[src/rtl/vga_timing_pkg.sv]
// Shared raster timing constants for the VGA display path: default 640x480@60 porch/sync
// values, frame totals, coordinate width and sync polarity.
package vga_timing_pkg;

   localparam int COORD_W = 10;
   typedef logic [COORD_W-1:0] coord_t;

   localparam int H_DISPLAY_DEF = 640;
   localparam int H_FRONT_DEF   = 16;
   localparam int H_SYNC_DEF    = 96;
   localparam int H_BACK_DEF    = 48;
   localparam int V_DISPLAY_DEF = 480;
   localparam int V_FRONT_DEF   = 10;
   localparam int V_SYNC_DEF    = 2;
   localparam int V_BACK_DEF    = 33;

   localparam int H_TOTAL_DEF = H_DISPLAY_DEF + H_FRONT_DEF + H_SYNC_DEF + H_BACK_DEF;
   localparam int V_TOTAL_DEF = V_DISPLAY_DEF + V_FRONT_DEF + V_SYNC_DEF + V_BACK_DEF;

   localparam logic SYNC_ACTIVE = 1'b0;

   // Sync output level for a coordinate: active inside [first, last], idle elsewhere.
   function automatic logic sync_level(coord_t pos, coord_t first, coord_t last);
      return ((pos >= first) && (pos <= last)) ? SYNC_ACTIVE : ~SYNC_ACTIVE;
   endfunction

endpackage

[src/rtl/vga_sync_gen_if.sv]
// Raster timing bundle from vga_sync_gen to the painters and the VGA connector.
interface vga_sync_gen_if;
   import vga_timing_pkg::*;

   logic   pixel_tick;
   coord_t pix_x;
   coord_t pix_y;
   logic   video_on;
   logic   hsync;
   logic   vsync;
   logic   line_tick;
   logic   frame_tick;
   logic   sec_tick;

   modport master (
      output pixel_tick, pix_x, pix_y, video_on, hsync, vsync,
             line_tick, frame_tick, sec_tick
   );

   modport slave (
      input  pixel_tick, pix_x, pix_y, video_on, hsync, vsync,
             line_tick, frame_tick, sec_tick
   );

endinterface

[src/rtl/vga_tick_div.sv]
// Pixel-enable divider: div_cnt sweeps 0..TICK_DIV-1, pixel_tick marks the last count.
module vga_tick_div #(
   parameter int TICK_DIV = 2
) (
   input  logic clk,
   input  logic reset_n,
   output logic pixel_tick
);

   // A 1-bit counter parked at 0 keeps TICK_DIV=1 on the same path (tick always high).
   localparam int DIV_W = (TICK_DIV > 1) ? $clog2(TICK_DIV) : 1;
   localparam logic [DIV_W-1:0] DIV_LAST = DIV_W'(TICK_DIV - 1);

   logic [DIV_W-1:0] div_cnt;

   always_ff @(posedge clk or negedge reset_n) begin
      if (!reset_n) begin
         div_cnt <= '0;
      end else if (div_cnt == DIV_LAST) begin
         div_cnt <= '0;
      end else begin
         div_cnt <= div_cnt + 1'b1;
      end
   end

   assign pixel_tick = (div_cnt == DIV_LAST);

endmodule

[src/rtl/vga_sync_gen.sv]
// VGA raster timing source: H/V counters, registered sync, line/frame/second strobes.
// Optional VGA_SYNC_SEC_TICK_EN builds the frame counter behind sec_tick.
module vga_sync_gen
   import vga_timing_pkg::*;
#(
   parameter int H_DISPLAY      = H_DISPLAY_DEF,
   parameter int H_FRONT        = H_FRONT_DEF,
   parameter int H_SYNC         = H_SYNC_DEF,
   parameter int H_BACK         = H_BACK_DEF,
   parameter int V_DISPLAY      = V_DISPLAY_DEF,
   parameter int V_FRONT        = V_FRONT_DEF,
   parameter int V_SYNC         = V_SYNC_DEF,
   parameter int V_BACK         = V_BACK_DEF,
   parameter int TICK_DIV       = 2,
   parameter int FRAMES_PER_SEC = 60
) (
   input  logic           clk,
   input  logic           reset_n,
   vga_sync_gen_if.master vga
);

   localparam int H_TOTAL = H_DISPLAY + H_FRONT + H_SYNC + H_BACK;
   localparam int V_TOTAL = V_DISPLAY + V_FRONT + V_SYNC + V_BACK;

   localparam coord_t H_LAST   = coord_t'(H_TOTAL - 1);
   localparam coord_t V_LAST   = coord_t'(V_TOTAL - 1);
   localparam coord_t H_VIS    = coord_t'(H_DISPLAY);
   localparam coord_t V_VIS    = coord_t'(V_DISPLAY);
   localparam coord_t HS_FIRST = coord_t'(H_DISPLAY + H_FRONT);
   localparam coord_t HS_LAST  = coord_t'(H_DISPLAY + H_FRONT + H_SYNC - 1);
   localparam coord_t VS_FIRST = coord_t'(V_DISPLAY + V_FRONT);
   localparam coord_t VS_LAST  = coord_t'(V_DISPLAY + V_FRONT + V_SYNC - 1);

   generate
      if (H_TOTAL > 1024 || V_TOTAL > 1024 || TICK_DIV < 1 ||
          FRAMES_PER_SEC < 1 || FRAMES_PER_SEC > 64) begin : g_bad_cfg
         $error("vga_sync_gen: illegal timing parameters");
      end
   endgenerate

   logic   pixel_tick;
   coord_t x_q, y_q;
   coord_t x_nxt, y_nxt;
   logic   hsync_q, vsync_q;
   logic   line_tick, frame_tick;

   vga_tick_div #(
      .TICK_DIV (TICK_DIV)
   ) u_tick_div (
      .clk        (clk),
      .reset_n    (reset_n),
      .pixel_tick (pixel_tick)
   );

   always_comb begin
      x_nxt = x_q;
      y_nxt = y_q;
      if (pixel_tick) begin
         if (x_q == H_LAST) begin
            x_nxt = '0;
            y_nxt = (y_q == V_LAST) ? '0 : y_q + 1'b1;
         end else begin
            x_nxt = x_q + 1'b1;
         end
      end
   end

   // Sync is registered from the next coordinates so it flips on the same edge as pix_x/pix_y.
   always_ff @(posedge clk or negedge reset_n) begin
      if (!reset_n) begin
         x_q     <= '0;
         y_q     <= '0;
         hsync_q <= ~SYNC_ACTIVE;
         vsync_q <= ~SYNC_ACTIVE;
      end else begin
         x_q     <= x_nxt;
         y_q     <= y_nxt;
         hsync_q <= sync_level(x_nxt, HS_FIRST, HS_LAST);
         vsync_q <= sync_level(y_nxt, VS_FIRST, VS_LAST);
      end
   end

   assign line_tick  = pixel_tick && (x_q == H_LAST);
   assign frame_tick = line_tick && (y_q == V_LAST);

   assign vga.pixel_tick = pixel_tick;
   assign vga.pix_x      = x_q;
   assign vga.pix_y      = y_q;
   assign vga.video_on   = (x_q < H_VIS) && (y_q < V_VIS);
   assign vga.hsync      = hsync_q;
   assign vga.vsync      = vsync_q;
   assign vga.line_tick  = line_tick;
   assign vga.frame_tick = frame_tick;

`ifdef VGA_SYNC_SEC_TICK_EN
   localparam logic [5:0] SEC_LAST = 6'(FRAMES_PER_SEC - 1);

   logic [5:0] frame_cnt;

   always_ff @(posedge clk or negedge reset_n) begin
      if (!reset_n) begin
         frame_cnt <= '0;
      end else if (frame_tick) begin
         frame_cnt <= (frame_cnt == SEC_LAST) ? '0 : frame_cnt + 1'b1;
      end
   end

   assign vga.sec_tick = frame_tick && (frame_cnt == SEC_LAST);
`else
   assign vga.sec_tick = 1'b0;
`endif

endmodule

[src/flat_wrapper.sv]
// flat-port wrapper written by rule: the top's interface ports become plain ports
module vga_sync_gen_flat import vga_timing_pkg::*;
#(
   parameter int H_DISPLAY      = H_DISPLAY_DEF,
   parameter int H_FRONT        = H_FRONT_DEF,
   parameter int H_SYNC         = H_SYNC_DEF,
   parameter int H_BACK         = H_BACK_DEF,
   parameter int V_DISPLAY      = V_DISPLAY_DEF,
   parameter int V_FRONT        = V_FRONT_DEF,
   parameter int V_SYNC         = V_SYNC_DEF,
   parameter int V_BACK         = V_BACK_DEF,
   parameter int TICK_DIV       = 2,
   parameter int FRAMES_PER_SEC = 60
)
  (clk, reset_n, vga_pixel_tick, vga_pix_x, vga_pix_y, vga_video_on, vga_hsync, vga_vsync, vga_line_tick, vga_frame_tick, vga_sec_tick);
  vga_sync_gen_if vga_i ();
  input  logic clk;
  input  logic reset_n;
  output wire logic [$bits(vga_i.pixel_tick)-1:0] vga_pixel_tick;
  output wire logic [$bits(vga_i.pix_x)-1:0] vga_pix_x;
  output wire logic [$bits(vga_i.pix_y)-1:0] vga_pix_y;
  output wire logic [$bits(vga_i.video_on)-1:0] vga_video_on;
  output wire logic [$bits(vga_i.hsync)-1:0] vga_hsync;
  output wire logic [$bits(vga_i.vsync)-1:0] vga_vsync;
  output wire logic [$bits(vga_i.line_tick)-1:0] vga_line_tick;
  output wire logic [$bits(vga_i.frame_tick)-1:0] vga_frame_tick;
  output wire logic [$bits(vga_i.sec_tick)-1:0] vga_sec_tick;
  assign vga_pixel_tick = vga_i.pixel_tick;
  assign vga_pix_x = vga_i.pix_x;
  assign vga_pix_y = vga_i.pix_y;
  assign vga_video_on = vga_i.video_on;
  assign vga_hsync = vga_i.hsync;
  assign vga_vsync = vga_i.vsync;
  assign vga_line_tick = vga_i.line_tick;
  assign vga_frame_tick = vga_i.frame_tick;
  assign vga_sec_tick = vga_i.sec_tick;
  vga_sync_gen #(.H_DISPLAY(H_DISPLAY), .H_FRONT(H_FRONT), .H_SYNC(H_SYNC), .H_BACK(H_BACK), .V_DISPLAY(V_DISPLAY), .V_FRONT(V_FRONT), .V_SYNC(V_SYNC), .V_BACK(V_BACK), .TICK_DIV(TICK_DIV), .FRAMES_PER_SEC(FRAMES_PER_SEC)) u_core (.clk(clk), .reset_n(reset_n), .vga(vga_i));
endmodule
[config.mk]
export PLATFORM = sky130hd
export DESIGN_NAME = vga_sync_gen_flat
export DESIGN_NICKNAME = d
export VERILOG_FILES = /design/src/rtl/vga_timing_pkg.sv /design/src/rtl/vga_sync_gen_if.sv /design/src/rtl/vga_tick_div.sv /design/src/rtl/vga_sync_gen.sv /design/src/flat_wrapper.sv
export SDC_FILE = /design/constraint.sdc
export NUM_CORES = 1
export LEC_CHECK = 0
export BUFFER_PORTS_ARGS = -buffer_cell sky130_fd_sc_hd__clkbuf_2
export CAP_MARGIN = 25
export CORE_MARGIN = 2
export CORE_UTILIZATION = 57
export DETAILED_ROUTE_END_ITERATION = 6
export GPL_TIMING_DRIVEN = 0
export PLACE_DENSITY = 0.87
export SLEW_MARGIN = 20
export SYNTH_ARGS = -nofsm -noshare
export SYNTH_HDL_FRONTEND = slang
export SYNTH_SLANG_ARGS = --single-unit
[constraint.sdc]
create_clock -name clk -period 4.2 [get_ports clk]
set_input_delay 0.84 -clock clk [delete_from_list [all_inputs] [get_ports clk]]
set_output_delay 0.84 -clock clk [all_outputs]
set_load 0.01 [all_outputs]
==> impl_metrics.env <==
export IMPL_worst_r2r_endpoint="u_core.vga.vsync"
export IMPL_netlist_cell_type_count=43
export IMPL_worstMarginPinSlew_ns=0.5676
export IMPL_first_iter_violations=39
export IMPL_worst_setup_path_end_kind="output pin"
export IMPL_insertedDiodeCount=0
export IMPL_timing_final_crit_share_pct=67.08
export IMPL_final_max_slew_violation_count=0
export IMPL_area_growth_pct=14.71
export IMPL_path_clk_slew_ns=0.12
export IMPL_avgSynthCellArea_sq_um=9.336
export IMPL_worstReg2RegStart="u_core.vga.pix_y[0]"
export IMPL_fp_dieW_um=52.40
export IMPL_maximum_number_of_pins_on_one_net_before_global_route_repair=24
export IMPL_fmaxAchievable_mhz=354.9
export IMPL_ys_warnings=0
export IMPL_num_fill_cells=191
export IMPL_finalNetCount=180
export IMPL_fin_crit_ns=2.817
export IMPL_power_density_cell_area_mw_per_mm2=215.3
export IMPL_synth_flop_cell="sky130_fd_sc_hd__dfrtp_1"
export IMPL_wl_mm=2.873
export IMPL_netlist_area_sq_mm=0.001335
export IMPL_routability_cong=0.8889
export IMPL_routed_wire_length_per_instance_um=14.22
export IMPL_placement_rows=17
export IMPL_final_layout_size_suffix_gt1_share_pct=24.71
export IMPL_leakage_nw=0.7009
export IMPL_power_ir_vdd_worst_v=0.0001749
export IMPL_post_cts_resize_count=0
export IMPL_cts_sinks=23
export IMPL_fp_coreArea_sq_mm=0.002212
export IMPL_fp_dieH_um=52.40
export IMPL_worst_endpoint_required_ns=3.36
export IMPL_tritoncts_num_buffers=3
export IMPL_post_syn_instances=143
export IMPL_synthesis_nets=148
export IMPL_ant_nets=0
export IMPL_cts_max_level=1
export IMPL_launching_instance_or_port_of_the_critical_path="u_core.vga.pix_x[0]"
export IMPL_ioPinCount=29
export IMPL_place_port_buffers=27
export IMPL_starting_density_of_the_core_pct=60.35
export IMPL_timing_hold_worst_class="primary input to async pin"
export IMPL_first_pass_iters=4
export IMPL_gr_usage_all_layers_pct=23.82
export IMPL_ys_seq_elements=23
export IMPL_ff2ff_path_depth=5
export IMPL_setup_viol=0
export IMPL_cts_repair_timing_setup_buffer_count=0
export IMPL_finClkSkew_ns=0.006981
export IMPL_hold_buffers=0
export IMPL_antenna_found_initial=0
export IMPL_timing_reg2reg_setup_slack_ns=2.05
export IMPL_final_hold_viol_count=0
export IMPL_overall_via_count_from_detail_route=1202
export IMPL_cp_arrival_ns=1.98
export IMPL_proportion_of_synthesized_chip_area_in_sequential_cells_pct=43.30
export IMPL_post_layout_total_power_mw=0.3297
export IMPL_avgViaCountPerCell=5.950
export IMPL_multi_input_comb_area_sq_um=664.4
export IMPL_critical_path_peak_fanout=10
export IMPL_ff_latch_area_sq_um=578.1
export IMPL_design_die_area_sq_mm=0.002745
export IMPL_postSynth_asyncResetShare_pct=100.0
export IMPL_synth_edf_count=0
export IMPL_clock_latency_ns=0.32
export IMPL_startpoint_type="register"
export IMPL_rsz0062_at_grt="no"
export IMPL_outcome="completed"
export IMPL_dp_hpwl_mm=2.098
export IMPL_tritoncts_clock_tree="built"
export IMPL_drt_drc_violations_left=0
export IMPL_max_slew_margin_pct=62.16
export IMPL_drv_cap=0
export IMPL_first_global_vias=1069
export IMPL_critical_path_class="register to output pin"
export IMPL_totalNegativeSetupSlack_ns=0
export IMPL_clockBufferDepth=2
export IMPL_global_route_overflow_total=0
export IMPL_clock_tree_root_cell="sky130_fd_sc_hd__clkbuf_4"
export IMPL_grt_first_pass_wirelength_mm=4.816
cell usage in the layout (no fill, tap or decap), types with 2 or more instances in the layout:
master	count
sky130_fd_sc_hd__nand4_1	6
sky130_fd_sc_hd__nor4_1	2
sky130_fd_sc_hd__a21oi_1	8
sky130_fd_sc_hd__buf_6	2
sky130_fd_sc_hd__o21ai_0	11
sky130_fd_sc_hd__nand2_1	10
sky130_fd_sc_hd__o31ai_1	2
sky130_fd_sc_hd__and3_1	2
sky130_fd_sc_hd__ha_1	3
sky130_fd_sc_hd__dfstp_2	2
sky130_fd_sc_hd__inv_1	7
sky130_fd_sc_hd__xnor2_1	6
sky130_fd_sc_hd__dfrtp_1	21
sky130_fd_sc_hd__nor2b_1	2
sky130_fd_sc_hd__or3_1	2
sky130_fd_sc_hd__nand3b_1	2
sky130_fd_sc_hd__clkbuf_2	28
sky130_fd_sc_hd__xor2_1	4
sky130_fd_sc_hd__buf_2	2
sky130_fd_sc_hd__clkbuf_1	2
sky130_fd_sc_hd__clkbuf_4	3
sky130_fd_sc_hd__nor3_1	5
sky130_fd_sc_hd__nand3_1	8
sky130_fd_sc_hd__a31oi_1	4
sky130_fd_sc_hd__nor2_1	10
sky130_fd_sc_hd__mux2i_1	2
report_power, final:
group	total (mW)	leakage, nW	switching (mW)	internal, mW
sequential	0.221	0.300	0	0.221
clock	0.103	0.0150	0.0655	0.0372
combinational	0.00551	0.386	0.00459	0.000917
total	0.330	0.701	0.0701	0.260
critical path: stages (launching register included):
cell,delay (ns)
sky130_fd_sc_hd__dfrtp_1,0.45
sky130_fd_sc_hd__ha_1,0.25
sky130_fd_sc_hd__and2_4,0.19
sky130_fd_sc_hd__nand4_4,0.14
sky130_fd_sc_hd__bufinv_8,0.25
sky130_fd_sc_hd__buf_2,0.21
sky130_fd_sc_hd__clkbuf_2,0.17
kinds of logic after synthesis:
family	after synthesis	synth area share, %
muxes	2	1.500
buffers and inverters	15	6.935
and+or+nand+nor	60	26.06
xor gates and xnor gates	10	6.560
adders and majority gates	3	2.812
other	1	0.2809
DFF	23	43.30
AOI/OAI and AO/OA	29	12.56
registers in the layout, summed over array words and instances, names as in the netlist:
signal                        flops
u_core.vga.pix_y                 10
u_core.vga.hsync                  1
u_core.vga.pix_x                 10
u_core.vga.vsync                  1
u_core.u_tick_div.pixel_tick      1
synth_stat cells (all sizes together), types with 2 or more instances:
master  number  share of area [%]
xnor2        6                3.9
a31oi        4                1.9
nor4         2               0.94
nor2        10                2.8
o31ai        2                1.1
o21ai       11                4.1
nand3b       2                1.1
nor3         5                1.9
nand4        7                4.4
or3          2               0.94
nand3        8                3.0
a21oi        8                3.0
nor2b        2               0.94
dfrtp       21                 39
mux2i        2                1.5
nand2       11                3.3
dfstp        2                3.9
and2         2                1.1
clkbuf       2               0.66
and3         2               0.94
inv          7                2.0
ha           3                2.8
xor2         4                2.6
buf          5                3.0
layer usage:
layer,wire length [um],track usage (%),share of wire [%]
met1,1227,30.70,43
met4,56,11.11,1.9
met3,167,2.571,5.8
met5,0,0,0
met2,1422,39.79,49
cell type report:
| type | instances | share of cell area, % |
|---|---|---|
| buffer | 7 | 3.186 |
| clock buffer | 4 | 1.716 |
| multi-input combinational | 105 | 43.38 |
| timing repair buffer | 27 | 8.824 |
| tap | 28 | 2.288 |
| sequential | 23 | 37.75 |
| inverter | 8 | 2.859 |
worst max-delay path by stage:
stage / to / slack, ns
2_1_floorplan: vga_frame_tick / 1.96
3_3_place_gp: vga_line_tick / 1.78
3_5_place_dp: vga_line_tick / 1.75
4_1_cts: vga_line_tick / 1.37
5_1_grt: vga_frame_tick / 1.09
6_report: vga_line_tick / 1.38
through the flow:
stage	cells	setup WS (ns)	instance area, sq um	hold WS (ns)	util, %
final	202	1.383	1531	0.4887	69.23
after global routing	202	1.085	1531	0.5214	69.23
after CTS	202	1.373	1531	0.5034	69.23
after detailed placement	198	1.749	1505	0.5599	68.04
after global placement	198	1.775	1505	0.5520	68.04
after floorplan	143	1.960	1335	0.5444	-
(Power assumes the default switching activity.)
